--- config.mk ---
export PLATFORM = sky130hd
export DESIGN_NAME = pipe_stage_reg_flat
export DESIGN_NICKNAME = d
export VERILOG_FILES = /design/src/rtl/pipe_stage_reg_if.sv /design/src/rtl/pipe_stage_reg.sv /design/src/flat_wrapper.sv
export SDC_FILE = /design/constraint.sdc
export NUM_CORES = 1
export LEC_CHECK = 0
export ABC_AREA = 0
export CELL_PAD_IN_SITES_DETAIL_PLACEMENT = 1
export CELL_PAD_IN_SITES_GLOBAL_PLACEMENT = 1
export CORE_MARGIN = 1.5
export CORE_UTILIZATION = 40
export DETAILED_ROUTE_END_ITERATION = 7
export GPL_ROUTABILITY_DRIVEN = 0
export PLACE_DENSITY_LB_ADDON = 0.1
export SETUP_SLACK_MARGIN = 0.15
export SLEW_MARGIN = 20
export SYNTH_ARGS = -nofsm -noshare
export SYNTH_HDL_FRONTEND = slang
export SYNTH_SLANG_ARGS = --single-unit
--- constraint.sdc ---
create_clock -name clock -period 2.3 [get_ports clock]
set_input_delay 0.69 -clock clock [delete_from_list [all_inputs] [get_ports clock]]
set_output_delay 0.69 -clock clock [all_outputs]
set_load 0.02 [all_outputs]
--- src/rtl/pipe_stage_reg_if.sv ---
// Valid/ready handshake bundle for one pipeline stage: upstream (in_*)
// and downstream (out_*) sides. The stage itself uses the slave view;
// the surrounding pipeline uses the master view.
interface pipe_stage_reg_if #(
  parameter int DATA_W = 128
);
  logic              in_valid;
  logic              in_ready;
  logic [DATA_W-1:0] in_data;
  logic              out_valid;
  logic              out_ready;
  logic [DATA_W-1:0] out_data;

  modport slave (
    input  in_valid, in_data, out_ready,
    output in_ready, out_valid, out_data
  );

  modport master (
    output in_valid, in_data, out_ready,
    input  in_ready, out_valid, out_data
  );
endinterface

--- src/rtl/pipe_stage_reg.sv ---
// Pipeline stage register with valid/ready handshake, synchronous flush,
// optional 2-entry skid buffer and a saturating stall-cycle counter.
// out_* is driven only from the main register; the skid entry refills the
// main register when the downstream takes the current beat.
module pipe_stage_reg #(
  parameter int DATA_W     = 128,
  parameter int SKID       = 1,
  parameter int CLEAR_DATA = 1,
  parameter int STALL_W    = 16
) (
  input  logic               clock,
  input  logic               reset_0,
  pipe_stage_reg_if.slave    bus,
  input  logic               flush,
  output logic [1:0]         occupancy,
  output logic [STALL_W-1:0] stall_cycles
);

  logic              r_main_valid;
  logic              r_skid_valid;
  logic [DATA_W-1:0] r_main_data;
  logic [DATA_W-1:0] r_skid_data;
  logic [STALL_W-1:0] r_stall;

  logic w_in_ready;
  logic w_in_fire;
  logic w_out_fire;
  logic w_main_valid_nxt;
  logic w_skid_valid_nxt;
  logic w_load_main_in;
  logic w_load_main_skid;
  logic w_load_skid;

  // in_ready: registered (skid empty) with SKID, else combinational pass-through
  always_comb begin
    if (SKID != 0) w_in_ready = !r_skid_valid;
    else           w_in_ready = !r_main_valid | bus.out_ready;
  end

  assign w_in_fire  = bus.in_valid & w_in_ready;
  assign w_out_fire = r_main_valid & bus.out_ready;

  // next-state of the valid bits and selection of which payload register loads
  always_comb begin
    w_main_valid_nxt = r_main_valid;
    w_skid_valid_nxt = r_skid_valid;
    w_load_main_in   = 1'b0;
    w_load_main_skid = 1'b0;
    w_load_skid      = 1'b0;
    if (SKID != 0) begin
      if (!r_main_valid) begin
        if (w_in_fire) begin
          w_load_main_in   = 1'b1;
          w_main_valid_nxt = 1'b1;
        end
      end else if (!r_skid_valid) begin
        if (w_out_fire) begin
          if (w_in_fire) w_load_main_in   = 1'b1;
          else           w_main_valid_nxt = 1'b0;
        end else if (w_in_fire) begin
          w_load_skid      = 1'b1;
          w_skid_valid_nxt = 1'b1;
        end
      end else if (w_out_fire) begin
        w_load_main_skid = 1'b1;
        w_skid_valid_nxt = 1'b0;
      end
    end else begin
      if (w_in_fire) begin
        w_load_main_in   = 1'b1;
        w_main_valid_nxt = 1'b1;
      end else if (w_out_fire) begin
        w_main_valid_nxt = 1'b0;
      end
    end
    // flush kills everything held, including a beat accepted this cycle
    if (flush) begin
      w_main_valid_nxt = 1'b0;
      w_skid_valid_nxt = 1'b0;
      w_load_main_in   = 1'b0;
      w_load_main_skid = 1'b0;
      w_load_skid      = 1'b0;
    end
  end

  // valid bit registers
  always_ff @(posedge clock or negedge reset_0) begin
    if (!reset_0) begin
      r_main_valid <= 1'b0;
      r_skid_valid <= 1'b0;
    end else begin
      r_main_valid <= w_main_valid_nxt;
      r_skid_valid <= w_skid_valid_nxt;
    end
  end

  // payload registers: written on load, zeroed on flush when bubbles must be NOPs
  always_ff @(posedge clock or negedge reset_0) begin
    if (!reset_0) begin
      r_main_data <= '0;
      r_skid_data <= '0;
    end else if (flush && (CLEAR_DATA != 0)) begin
      r_main_data <= '0;
      r_skid_data <= '0;
    end else begin
      if (w_load_main_in)        r_main_data <= bus.in_data;
      else if (w_load_main_skid) r_main_data <= r_skid_data;
      if (w_load_skid)           r_skid_data <= bus.in_data;
    end
  end

  // saturating count of cycles where the downstream refuses a valid beat
  always_ff @(posedge clock or negedge reset_0) begin
    if (!reset_0) begin
      r_stall <= '0;
    end else if (r_main_valid && !bus.out_ready && (r_stall != '1)) begin
      r_stall <= r_stall + 1'b1;
    end
  end

  assign bus.in_ready  = w_in_ready;
  assign bus.out_valid = r_main_valid;
  assign bus.out_data  = r_main_data;
  assign occupancy     = {1'b0, r_main_valid} + {1'b0, r_skid_valid};
  assign stall_cycles  = r_stall;

endmodule

--- src/flat_wrapper.sv ---
// flat-port wrapper written by rule: the top's interface ports become plain ports
module pipe_stage_reg_flat 
#(
  parameter int DATA_W     = 128,
  parameter int SKID       = 1,
  parameter int CLEAR_DATA = 1,
  parameter int STALL_W    = 16
)
  (clock, reset_0, flush, occupancy, stall_cycles, bus_in_valid, bus_in_data, bus_out_ready, bus_in_ready, bus_out_valid, bus_out_data);
  pipe_stage_reg_if #(.DATA_W(DATA_W)) bus_i ();
  input  logic clock;
  input  logic reset_0;
  input  logic flush;
  output logic [1:0] occupancy;
  output logic [STALL_W-1:0] stall_cycles;
  input wire logic [$bits(bus_i.in_valid)-1:0] bus_in_valid;
  input wire logic [$bits(bus_i.in_data)-1:0] bus_in_data;
  input wire logic [$bits(bus_i.out_ready)-1:0] bus_out_ready;
  output wire logic [$bits(bus_i.in_ready)-1:0] bus_in_ready;
  output wire logic [$bits(bus_i.out_valid)-1:0] bus_out_valid;
  output wire logic [$bits(bus_i.out_data)-1:0] bus_out_data;
  assign bus_i.in_valid = bus_in_valid;
  assign bus_i.in_data = bus_in_data;
  assign bus_i.out_ready = bus_out_ready;
  assign bus_in_ready = bus_i.in_ready;
  assign bus_out_valid = bus_i.out_valid;
  assign bus_out_data = bus_i.out_data;
  pipe_stage_reg #(.DATA_W(DATA_W), .SKID(SKID), .CLEAR_DATA(CLEAR_DATA), .STALL_W(STALL_W)) u_core (.clock(clock), .reset_0(reset_0), .bus(bus_i), .flush(flush), .occupancy(occupancy), .stall_cycles(stall_cycles));
endmodule
==> impl_metrics.csv, run 1 <==
group,metric,value,unit
sta,drv_slew,0,
sta,skew,0.007738,ns
synthesis,synth_edf_count,0,
place,port_buffers,280,
global_routing,overflow,0,
global_routing,grt_pass1_wl,51.65,mm
detailed_routing,avgViaCountPerCell,5.539,
sta,finalHoldViolCount,0,
synthesis,synth.top_cells.by_count,"dfrtp_1 (274), a22o_1 (128), mux2i_1 (128), o2bb2ai_1 (128), buf_2 (45)",
synthesis,ys_seq_area_share,60.51,%
sta,worst_pin_slew,0.4966,ns
power_and_ir_drop,p_total,11.63,mW
floorplanning,fp.dieW,171.3,um
clocking,cts_hold_buf,0,
synthesis,yosysWarnings,0,
synthesis,syn_nets,940,
sta,setup_violations,0,
floorplanning,start_util,40.67,%
critical_path,cp.required,1.61,ns
clocking,htreeDepth,1,
global_routing,antenna_found_initial,5,
clocking,cts.sink_count,274,
power_and_ir_drop,cellLeakagePower,7.543,nW
detailed_routing,drtIter0Drc,420,
finish,final_net_count,1247,
global_routing,grt_use_total,22.33,%
finish,multiInputGateArea,0.004080,mm^2
critical_path,critPathMaxFanout,6,
synthesis,synthArstFlopShare,100.0,%
floorplanning,core_area,0.02786,mm^2
floorplanning,die_area,0.02935,mm^2
clocking,clk_pin_slew,0.06,ns
sta,period_share,92.31,%
synthesis,yosysTopAreaCellShare,60.51,%
critical_path,r2r_slack,0.38,ns
sta,rsz0062_at_grt,"yes",
job,maxCapViolations,0,
finish,drive_gt1_share,11.98,%
critical_path,cp-start-kind,"flop",
floorplanning,dieHeight,171.3,um
place,place_inst,1458,
synthesis,synth.area.top_cells,"dfrtp_1 (61%), mux2i_1 (11%), a22o_1 (9.9%), o2bb2ai_1 (9.9%), buf_2 (2.0%)",
critical_path,worstRegToRegCells,5,
sta,fin_crit,2.123,ns
floorplanning,pin_count,281,
critical_path,rr_startpoint,"u_core.stall_cycles[0]",
finish,syn2layout_area_growth,40.87,%
critical_path,critPathKind,"flop to output pin",
sta,slew_headroom,66.89,%
clocking,cts_setup_buffers,0,
global_routing,grt_max_degree,54,
place,dpl.hpwl,21.74,mm
run_status,outcome,"completed",
synthesis,yosysMostFrequentCell,"dfrtp_1",
finish,fillers,2776,
synthesis,synth.avg_cell_area,14.08,um^2
synthesis,ys_ff_latch,274,
power_and_ir_drop,ir_drop,486.4,uV
detailed_routing,dr_total_vias,8386,
finish,fin_cells,1514,
detailed_routing,antenna_left,0,
detailed_routing,post_drt_wl_per_cell,21.46,um
critical_path,end_kind,"output pin",
synthesis,yosysTopAreaCell,"dfrtp_1",
critical_path,r2r_end,"u_core.stall_cycles[1]",
synthesis,ys_types,38,
clocking,cts_tree,"yes",
synthesis,synthCells,805,
clocking,ctsRootBufferMaster,"clkbuf_16",
clocking,clk_latency,0.55,ns
clocking,clock_path_buffers,3,
global_routing,grt_pass1_vias,8885,
detailed_routing,drc,0,
worst_hold_path,hold_class,"input pin to async pin",
finish,seq_area,0.006860,mm^2
synthesis,ys.flop_type,"dfrtp_1",
clocking,cts_buffers,30,
critical_path,critical_path_arrival,1.43,ns
detailed_routing,dr.pass1.iters,4,
floorplanning,row_count,61,
sta,fmax,471.0,MHz
synthesis,syn_area,0.01133,mm^2
power_and_ir_drop,power_density,728.9,mW/mm^2
detailed_routing,wl,32.49,mm
-- routing by layer --
layer	GRT usage (%)	up-vias	wire (um)
li1	-	3733	-
met1	31.05	4351	14660
met2	34.80	241	14740
met3	6.075	53	2350
met4	5.225	8	684
met5	0	-	49
-- cell usage in the layout (no fill, tap or decap), drive strengths merged, types with 3 or more instances in the layout --
master,count
nand2,8
clkdlybuf4s50,131
o2bb2ai,128
clkinv,4
a21oi,7
nor2,5
a31oi,4
mux2i,128
xnor2,3
nor4,5
clkbuf,51
dlygate4sd2,142
nand3,7
o21ai,3
nand2b,3
xor2,7
nand4,3
buf,69
dfrtp,274
a22o,128
nor3,6
-- through the flow --
stage	util (%)	hold WS (ns)	setup TNS (ns)	setup slack, ns	instance area [um^2]
CTS	57.31	0.06904	0	0.1306	15960
detailed placement	54.23	0.4725	-24.06	-0.1769	15110
finish	57.30	0.06623	0	0.1769	15960
floorplan	-	0.3944	0	0.4529	11330
global route	57.30	0.08193	0	0.1275	15960
global placement	54.23	0.4699	-19.74	-0.1157	15110
-- where the power goes --
| group | total (mW) | switching [mW] | internal (mW) | leakage, nW |
|---|---|---|---|---|
| clock network | 4.98 | 1.92 | 3.06 | 0.519 |
| registers | 5.14 | 0.153 | 4.99 | 3.78 |
| logic | 1.51 | 0.811 | 0.702 | 3.24 |
-- registers in the layout, summed over array words and instances (netlist names) --
register,flops
u_core.bus.out_data,128
u_core.r_skid_data,128
u_core.stall_cycles,16
u_core.bus.out_valid,1
u_core.r_skid_valid,1
-- worst max-delay path, cell delays in order (launching register included) --
cell	delay, ns
dfrtp_2	0.44
ha_1	0.29
buf_2	0.16
-- cells by family (layout without fill, tap and decap cells) --
family / Yosys count / after routing / share of synthesized area, %
mux: 130 / 130 / 11.54
other cells: 0 / 1 / 0
xor+xnor: 10 / 10 / 0.7730
buf+inv: 73 / 403 / 3.843
fa+ha+maj: 2 / 2 / 0.2208
flops: 274 / 274 / 60.51
compound gates: 274 / 274 / 20.74
simple gates: 42 / 42 / 2.374
-- worst max-delay path by stage --
stage	end	cells past startpoint	startpoint	slack (ns)
final	occupancy[0]	2	u_core.r_skid_valid	0.18
after global routing	occupancy[0]	2	u_core.r_skid_valid	0.13
after CTS	occupancy[0]	2	u_core.r_skid_valid	0.13
after detailed placement	u_core.bus.out_data[123]	7	bus_out_ready	-0.18
after global placement	u_core.r_skid_data[125]	7	bus_out_ready	-0.12
after floorplan	u_core.stall_cycles[1]	5	u_core.stall_cycles[0]	0.45
-- cell type report --
class                           instances  share of cell area, %
Timing Repair Buffer                  346                  21.89
Antenna cell                            1                0.01568
Sequential cell                       274                  42.98
Inverter                                2                0.04703
Clock buffer                           49                  6.036
Tap cell                              378                  2.963
Clock inverter                          6                 0.5017
Multi-Input combinational cell        458                  25.56
-- timing repair --
item	CTS	global route
setup endpoints to repair	148	6
gates cloned	0	0
hold endpoints to repair	0	0
pin swaps	0	0
gates resized for setup	158	6
Note: power is estimated with default switching activity, not from simulation.
==> run 2: changes to the inputs <==
--- a/config.mk
+++ b/config.mk
@@ -12,7 +12,7 @@
 export CORE_UTILIZATION = 40
 export DETAILED_ROUTE_END_ITERATION = 7
 export GPL_ROUTABILITY_DRIVEN = 0
-export PLACE_DENSITY_LB_ADDON = 0.1
+export PLACE_DENSITY_LB_ADDON = 0.25
 export SETUP_SLACK_MARGIN = 0.15
 export SLEW_MARGIN = 20
 export SYNTH_ARGS = -nofsm -noshare
==> run 2 against run 1 <==
Against the previous run: clock power hardly changed; core utilization is 0.17 points higher; critical path depth stayed put; largest cell class unchanged; largest power group unchanged.
==> impl_metrics.csv, run 2 (synthesized netlist as in run 1, its figures left out) <==
group,metric,value,unit
floorplanning,die_area,0.02935,mm^2
place,dpl.hpwl,22.28,mm
power_and_ir_drop,power_density,728.2,mW/mm^2
global_routing,grt_pass1_vias,9361,
sta,tns,0,ns
power_and_ir_drop,ir_drop,508.9,uV
detailed_routing,drc,0,
global_routing,grt_use_total,22.96,%
sta,slew_headroom,69.75,%
sta,drv_slew,0,
finish,final_util,57.46,%
sta,skew,0.009188,ns
power_and_ir_drop,cellLeakagePower,7.592,nW
sta,rsz0062_at_grt,"no",
critical_path,end_kind,"output pin",
clocking,cts_hold_buf,0,
global_routing,grt_max_degree,51,
critical_path,critPathBufInv,2,
power_and_ir_drop,switchingPower,2.939,mW
critical_path,cp.required,1.61,ns
clocking,clk_latency,0.54,ns
detailed_routing,post_drt_wl_per_cell,22.00,um
place,place_area,0.01516,mm^2
finish,final_common_cell,"dfrtp_1",
sta,fmax,472.9,MHz
floorplanning,row_count,61,
finish,fin_area,0.01601,mm^2
critical_path,path_cells,"buf_4 > dlygate4sd2_1",
job,maxCapViolations,0,
clocking,clk_pin_slew,0.06,ns
finish,syn2layout_area_growth,41.28,%
power_and_ir_drop,comb_power_share,13.1,%
clocking,cts.sink_count,274,
floorplanning,pin_count,281,
place,place_inst,1470,
clocking,ctsRootBufferMaster,"clkbuf_16",
clocking,clock_path_buffers,3,
sta,period_share,91.95,%
critical_path,cp-start-kind,"flop",
clocking,htreeDepth,1,
place,pre_cts_ws,-0.1894,ns
floorplanning,start_util,40.67,%
finish,drive_gt1_share,12.63,%
floorplanning,dieHeight,171.3,um
floorplanning,core_area,0.02786,mm^2
finish,layout_common_cells,"dfrtp_1 (274), dlygate4sd2_1 (143), clkdlybuf4s50_1 (131)",
sta,finalHoldViolCount,0,
detailed_routing,dr.pass1.iters,4,
power_and_ir_drop,pwr-share-seq,44.1,%
detailed_routing,wl,33.59,mm
detailed_routing,antenna_left,0,
sta,fin_crit,2.115,ns
finish,final_net_count,1261,
global_routing,antenna_found_initial,2,
floorplanning,fp.dieW,171.3,um
critical_path,crit_path_top_delay_cell,"dfrtp_1",
sta,layout_setup_ws,0.1852,ns
worst_hold_path,hold_class,"input pin to async pin",
critical_path,critical_path_arrival,1.42,ns
critical_path,critPathMaxFanout,8,
critical_path,slowest_delay,0.39,ns
clocking,cts_buffers,31,
clocking,cts_tree,"yes",
place,port_buffers,280,
detailed_routing,drtIter0Drc,442,
global_routing,grt_pass1_wl,53.28,mm
global_routing,overflow,0,
critical_path,path_delay_family,"buffers and inverters",
sta,worst_pin_slew,0.4481,ns
sta,setup_violations,0,
power_and_ir_drop,swShare,25.21,%
power_and_ir_drop,p_int,8.718,mW
finish,fin_cells,1527,
critical_path,critPathKind,"flop to output pin",
detailed_routing,dr_total_vias,8413,
power_and_ir_drop,clkPwrFrac,42.8,%
detailed_routing,avgViaCountPerCell,5.509,
run_status,outcome,"completed",
[run 2: layer usage]
layer / global-route usage, % / wire [um] / share of wire [%]
met5: 0 / 0 / 0
met4: 6.712 / 901 / 2.7
met3: 5.269 / 2201 / 6.6
met2: 36.66 / 15540 / 46
met1: 31.32 / 14950 / 45
[run 2: what timing repair did]
action                                  in CTS  in global routing
pin swaps                                    0                  0
endpoints found under the setup margin     148                  5
gates resized for setup                    149                  7
hold endpoints to repair                     0                  0
cloned                                       0                  0
setup buffers                                1                  0
[run 2: layout make-up]
class,instances,area (um^2)
Timing Repair Buffer,359,3557
Inverter,2,7.507
Clock buffer,43,890.9
Antenna cell,1,2.502
Fill cell,2753,11850
Sequential cell,274,6857
Clock inverter,12,140.1
Multi-Input combinational cell,458,4080
Tap cell,378,473.0
[run 2: worst paths after layout]
kind / from / endpoint / slack, ns / cells past startpoint
worst max-delay path: u_core.bus.out_valid / bus_out_valid / 0.19 / 2
worst min-delay path: reset_0 / u_core.bus.out_data[119] / 0.06 / 1
worst max register to register: u_core.stall_cycles[0] / u_core.stall_cycles[5] / 0.44 / 6
worst min register to register: u_core.bus.out_data[59] / u_core.bus.out_data[59] / 0.48 / 1
max in group asynchronous: reset_0 / u_core.r_skid_data[99] / 1.59 / 2
min in group clock: u_core.bus.out_data[59] / u_core.bus.out_data[59] / 0.48 / 1
[run 2: through the flow]
stage / total power, mW / hold slack (ns)
after floorplan: 5.885 / 0.3944
after global placement: 6.824 / 0.4696
after detailed placement: 6.848 / 0.4725
after CTS: 11.78 / 0.05412
after global routing: 12.06 / 0.06632
final: 11.66 / 0.06275
[run 2: power by group through the flow]
stage	registers, mW	clock network [mW]	logic (mW)
final	5.14	4.98	1.53
after global placement	5.22	0	1.60
after detailed placement	5.22	0	1.63
after CTS	5.14	5.08	1.56
after floorplan	5.34	0	0.546
after global routing	5.16	5.25	1.65
[run 2: worst register-to-register path: cells and delay by family, from the launching register on]
kind          cells  cell delay (ns)
simple gates      3             0.71
xor+xnor          1             0.15
fa+ha+maj         1             0.26
buf+inv           1             0.20
flops             1             0.40
==> run 3: changes to the inputs <==
--- a/config.mk
+++ b/config.mk
@@ -5,11 +5,11 @@
 export SDC_FILE = /design/constraint.sdc
 export NUM_CORES = 1
 export LEC_CHECK = 0
-export ABC_AREA = 0
+export ABC_AREA = 1
 export CELL_PAD_IN_SITES_DETAIL_PLACEMENT = 1
 export CELL_PAD_IN_SITES_GLOBAL_PLACEMENT = 1
 export CORE_MARGIN = 1.5
-export CORE_UTILIZATION = 40
+export CORE_UTILIZATION = 37
 export DETAILED_ROUTE_END_ITERATION = 7
 export GPL_ROUTABILITY_DRIVEN = 0
 export PLACE_DENSITY_LB_ADDON = 0.25
==> run 3 against run 2 <==
Against the previous run: power down 1.2%; sequential share of layout area down 1.7 points; core utilization down 6.3 points; wire length up 10%; non-clock buffer count down 16; maximum frequency up 1.4%; synthesized cell count up 87%; critical endpoint unchanged.
==> impl_metrics.csv, run 3 <==
group,metric,value,unit
run_status,outcome,"completed",
detailed_routing,drc,0,
global_routing,grt_max_degree,52,
sta,tns,0,ns
clocking,cts_tree,"yes",
synthesis,synthCells,1502,
floorplanning,pin_count,281,
synthesis,synthArstFlopShare,100.0,%
clocking,cts_buffers,30,
sta,rsz0062_at_grt,"no",
floorplanning,core_area,0.03254,mm^2
synthesis,ys_ff_latch,274,
global_routing,antenna_found_initial,3,
finish,drive_gt1_share,6.537,%
synthesis,syn_area,0.01225,mm^2
critical_path,critical_path_arrival,1.40,ns
clocking,cts.sink_count,274,
worst_hold_path,hold_class,"input pin to async pin",
critical_path,end_kind,"output pin",
finish,fin_cells,2249,
synthesis,yosysMostFrequentCell,"nand2_1",
floorplanning,fp.dieW,184.9,um
clocking,cts_hold_buf,0,
floorplanning,row_count,66,
clocking,ctsRootBufferMaster,"clkbuf_16",
synthesis,yosysWarnings,0,
critical_path,critPathKind,"flop to output pin",
detailed_routing,antenna_left,0,
critical_path,critPathMaxFanout,6,
critical_path,slowest_delay,0.38,ns
power_and_ir_drop,power_density,691.6,mW/mm^2
synthesis,yosysTopAreaCellShare,55.99,%
critical_path,cp-start-kind,"flop",
critical_path,crit_path_top_delay_cell,"dfrtp_1",
synthesis,synth.avg_cell_area,8.153,um^2
finish,fillers,3958,
synthesis,yosysTopAreaCell,"dfrtp_1",
synthesis,synth.area.top_cells,"dfrtp_1 (56%), nand2_1 (16%), inv_1 (7.4%), o21ai_0 (6.9%), o22ai_1 (4.9%)",
sta,skew,0.005863,ns
job,maxCapViolations,0,
detailed_routing,wl,36.98,mm
critical_path,path_cells,"buf_4 > dlygate4sd2_1",
place,place_inst,2199,
floorplanning,start_util,37.64,%
synthesis,ys_seq_area_share,55.99,%
finish,final_net_count,1925,
sta,setup_violations,0,
sta,finalHoldViolCount,0,
floorplanning,dieHeight,184.9,um
place,dpl.hpwl,25.58,mm
global_routing,grt_pass1_vias,11630,
sta,worst_pin_slew,0.5937,ns
power_and_ir_drop,cellLeakagePower,8.659,nW
finish,syn2layout_area_growth,36.02,%
synthesis,ys.flop_type,"dfrtp_1",
global_routing,grt_use_total,21.99,%
detailed_routing,post_drt_wl_per_cell,16.44,um
synthesis,synth_edf_count,0,
detailed_routing,drtIter0Drc,474,
global_routing,grt_pass1_wl,60.00,mm
sta,fin_crit,2.086,ns
clocking,clock_path_buffers,3,
global_routing,overflow,0,
synthesis,syn_nets,1637,
critical_path,cp.required,1.61,ns
synthesis,synth.top_cells.by_count,"nand2_1 (514), dfrtp_1 (274), inv_1 (241), o21ai_0 (170), o22ai_1 (96)",
clocking,clk_latency,0.54,ns
detailed_routing,dr_total_vias,10850,
sta,fmax,479.4,MHz
detailed_routing,dr.pass1.iters,4,
finish,final_common_cell,"nand2_1",
floorplanning,die_area,0.03420,mm^2
critical_path,worstRegToRegCells,6,
sta,drv_slew,0,
synthesis,ys_types,26,
detailed_routing,avgViaCountPerCell,4.824,
place,port_buffers,280,
sta,slew_headroom,60.42,%
clocking,htreeDepth,1,
finish,layout_common_cells,"nand2_1 (514), dfrtp_1 (272), inv_1 (241)",
sta,period_share,90.69,%
clocking,clk_pin_slew,0.06,ns
power_and_ir_drop,ir_drop,510.2,uV
-- run 3: cell types whose count changed after synthesis, moves of 31 or more --
cell / delta
nand3_1: +31
o21ai_1: +33
nand2_1: +506
a22o_1: -128
o22ai_1: +96
inv_1: +239
mux2i_1: -128
o21ai_0: +167
o2bb2ai_1: -128
-- run 3: worst max-delay path, delay by kind of cell, from the launching register on --
family,cells,cell delay [ns]
DFF,1,0.38
buffers and inverters,2,0.48
-- run 3: what timing repair did --
action                     in CTS  in global routing
gates resized for setup       153                  4
setup endpoints to repair     148                  3
setup buffers                   1                  0
-- run 3: metrics by stage --
stage | setup slack (ns) | util, % | power, mW | hold slack [ns] | instance area [um^2]
2_1_floorplan | 0.6490 | - | 6.285 | 0.3944 | 12250
3_3_place_gp | -0.02611 | 49.14 | 7.383 | 0.4624 | 15990
3_5_place_dp | -0.08907 | 49.14 | 7.442 | 0.4649 | 15990
4_1_cts | 0.02954 | 51.20 | 11.70 | 0.07144 | 16660
5_1_grt | 0.1694 | 51.18 | 12.09 | 0.07863 | 16650
6_report | 0.2141 | 51.19 | 11.52 | 0.07540 | 16660
-- run 3: power by group --
| part | leakage (nW) | switching, mW | internal, mW |
|---|---|---|---|
| Sequential | 3.73 | 0.194 | 5.11 |
| Combinational | 4.52 | 1.13 | 0.772 |
| Clock | 0.415 | 1.85 | 2.47 |
| Total | 8.66 | 3.17 | 8.34 |
-- run 3: logic make-up after synthesis --
logic type	count (synthesis)	synth area share, %
compound gates	303	13.47
fa+ha+maj	2	0.2043
simple gates	584	18.71
flops	274	55.99
buf+inv	333	11.20
xor+xnor	6	0.4291
-- run 3: layout make-up --
| type | count | area (um^2) | share of cell area, % |
|---|---|---|---|
| multi-input combinational | 895 | 4040 | 24.26 |
| sequential | 274 | 6859 | 41.18 |
| timing repair buffer | 343 | 3422 | 20.55 |
| antenna | 2 | 5.005 | 0.03005 |
| clock inverter | 3 | 15.01 | 0.09014 |
| inverter | 246 | 927.1 | 5.566 |
| clock buffer | 44 | 834.6 | 5.011 |
| tap | 442 | 553.0 | 3.320 |
-- run 3: worst paths after layout --
kind                                            end                     from  slack (ns)
min reg2reg                 u_core.bus.out_data[45]  u_core.bus.out_data[45]        0.47
min in group clock          u_core.bus.out_data[45]  u_core.bus.out_data[45]        0.47
min                        u_core.bus.out_data[101]                  reset_0        0.08
max reg2reg                  u_core.stall_cycles[5]   u_core.stall_cycles[0]        0.43
max in group asynchronous     u_core.r_skid_data[7]                  reset_0        1.44
max                                   bus_out_valid     u_core.bus.out_valid        0.21
-- run 3: metal layers --
| metal | vias to the layer above | wire, um | GRT usage, % |
|---|---|---|---|
| li1 | 5262 | - | - |
| met3 | 52 | 1860 | 3.441 |
| met5 | - | 24 | 0 |
| met2 | 247 | 17670 | 37.19 |
| met4 | 4 | 857 | 6.276 |
| met1 | 5284 | 16560 | 29.16 |
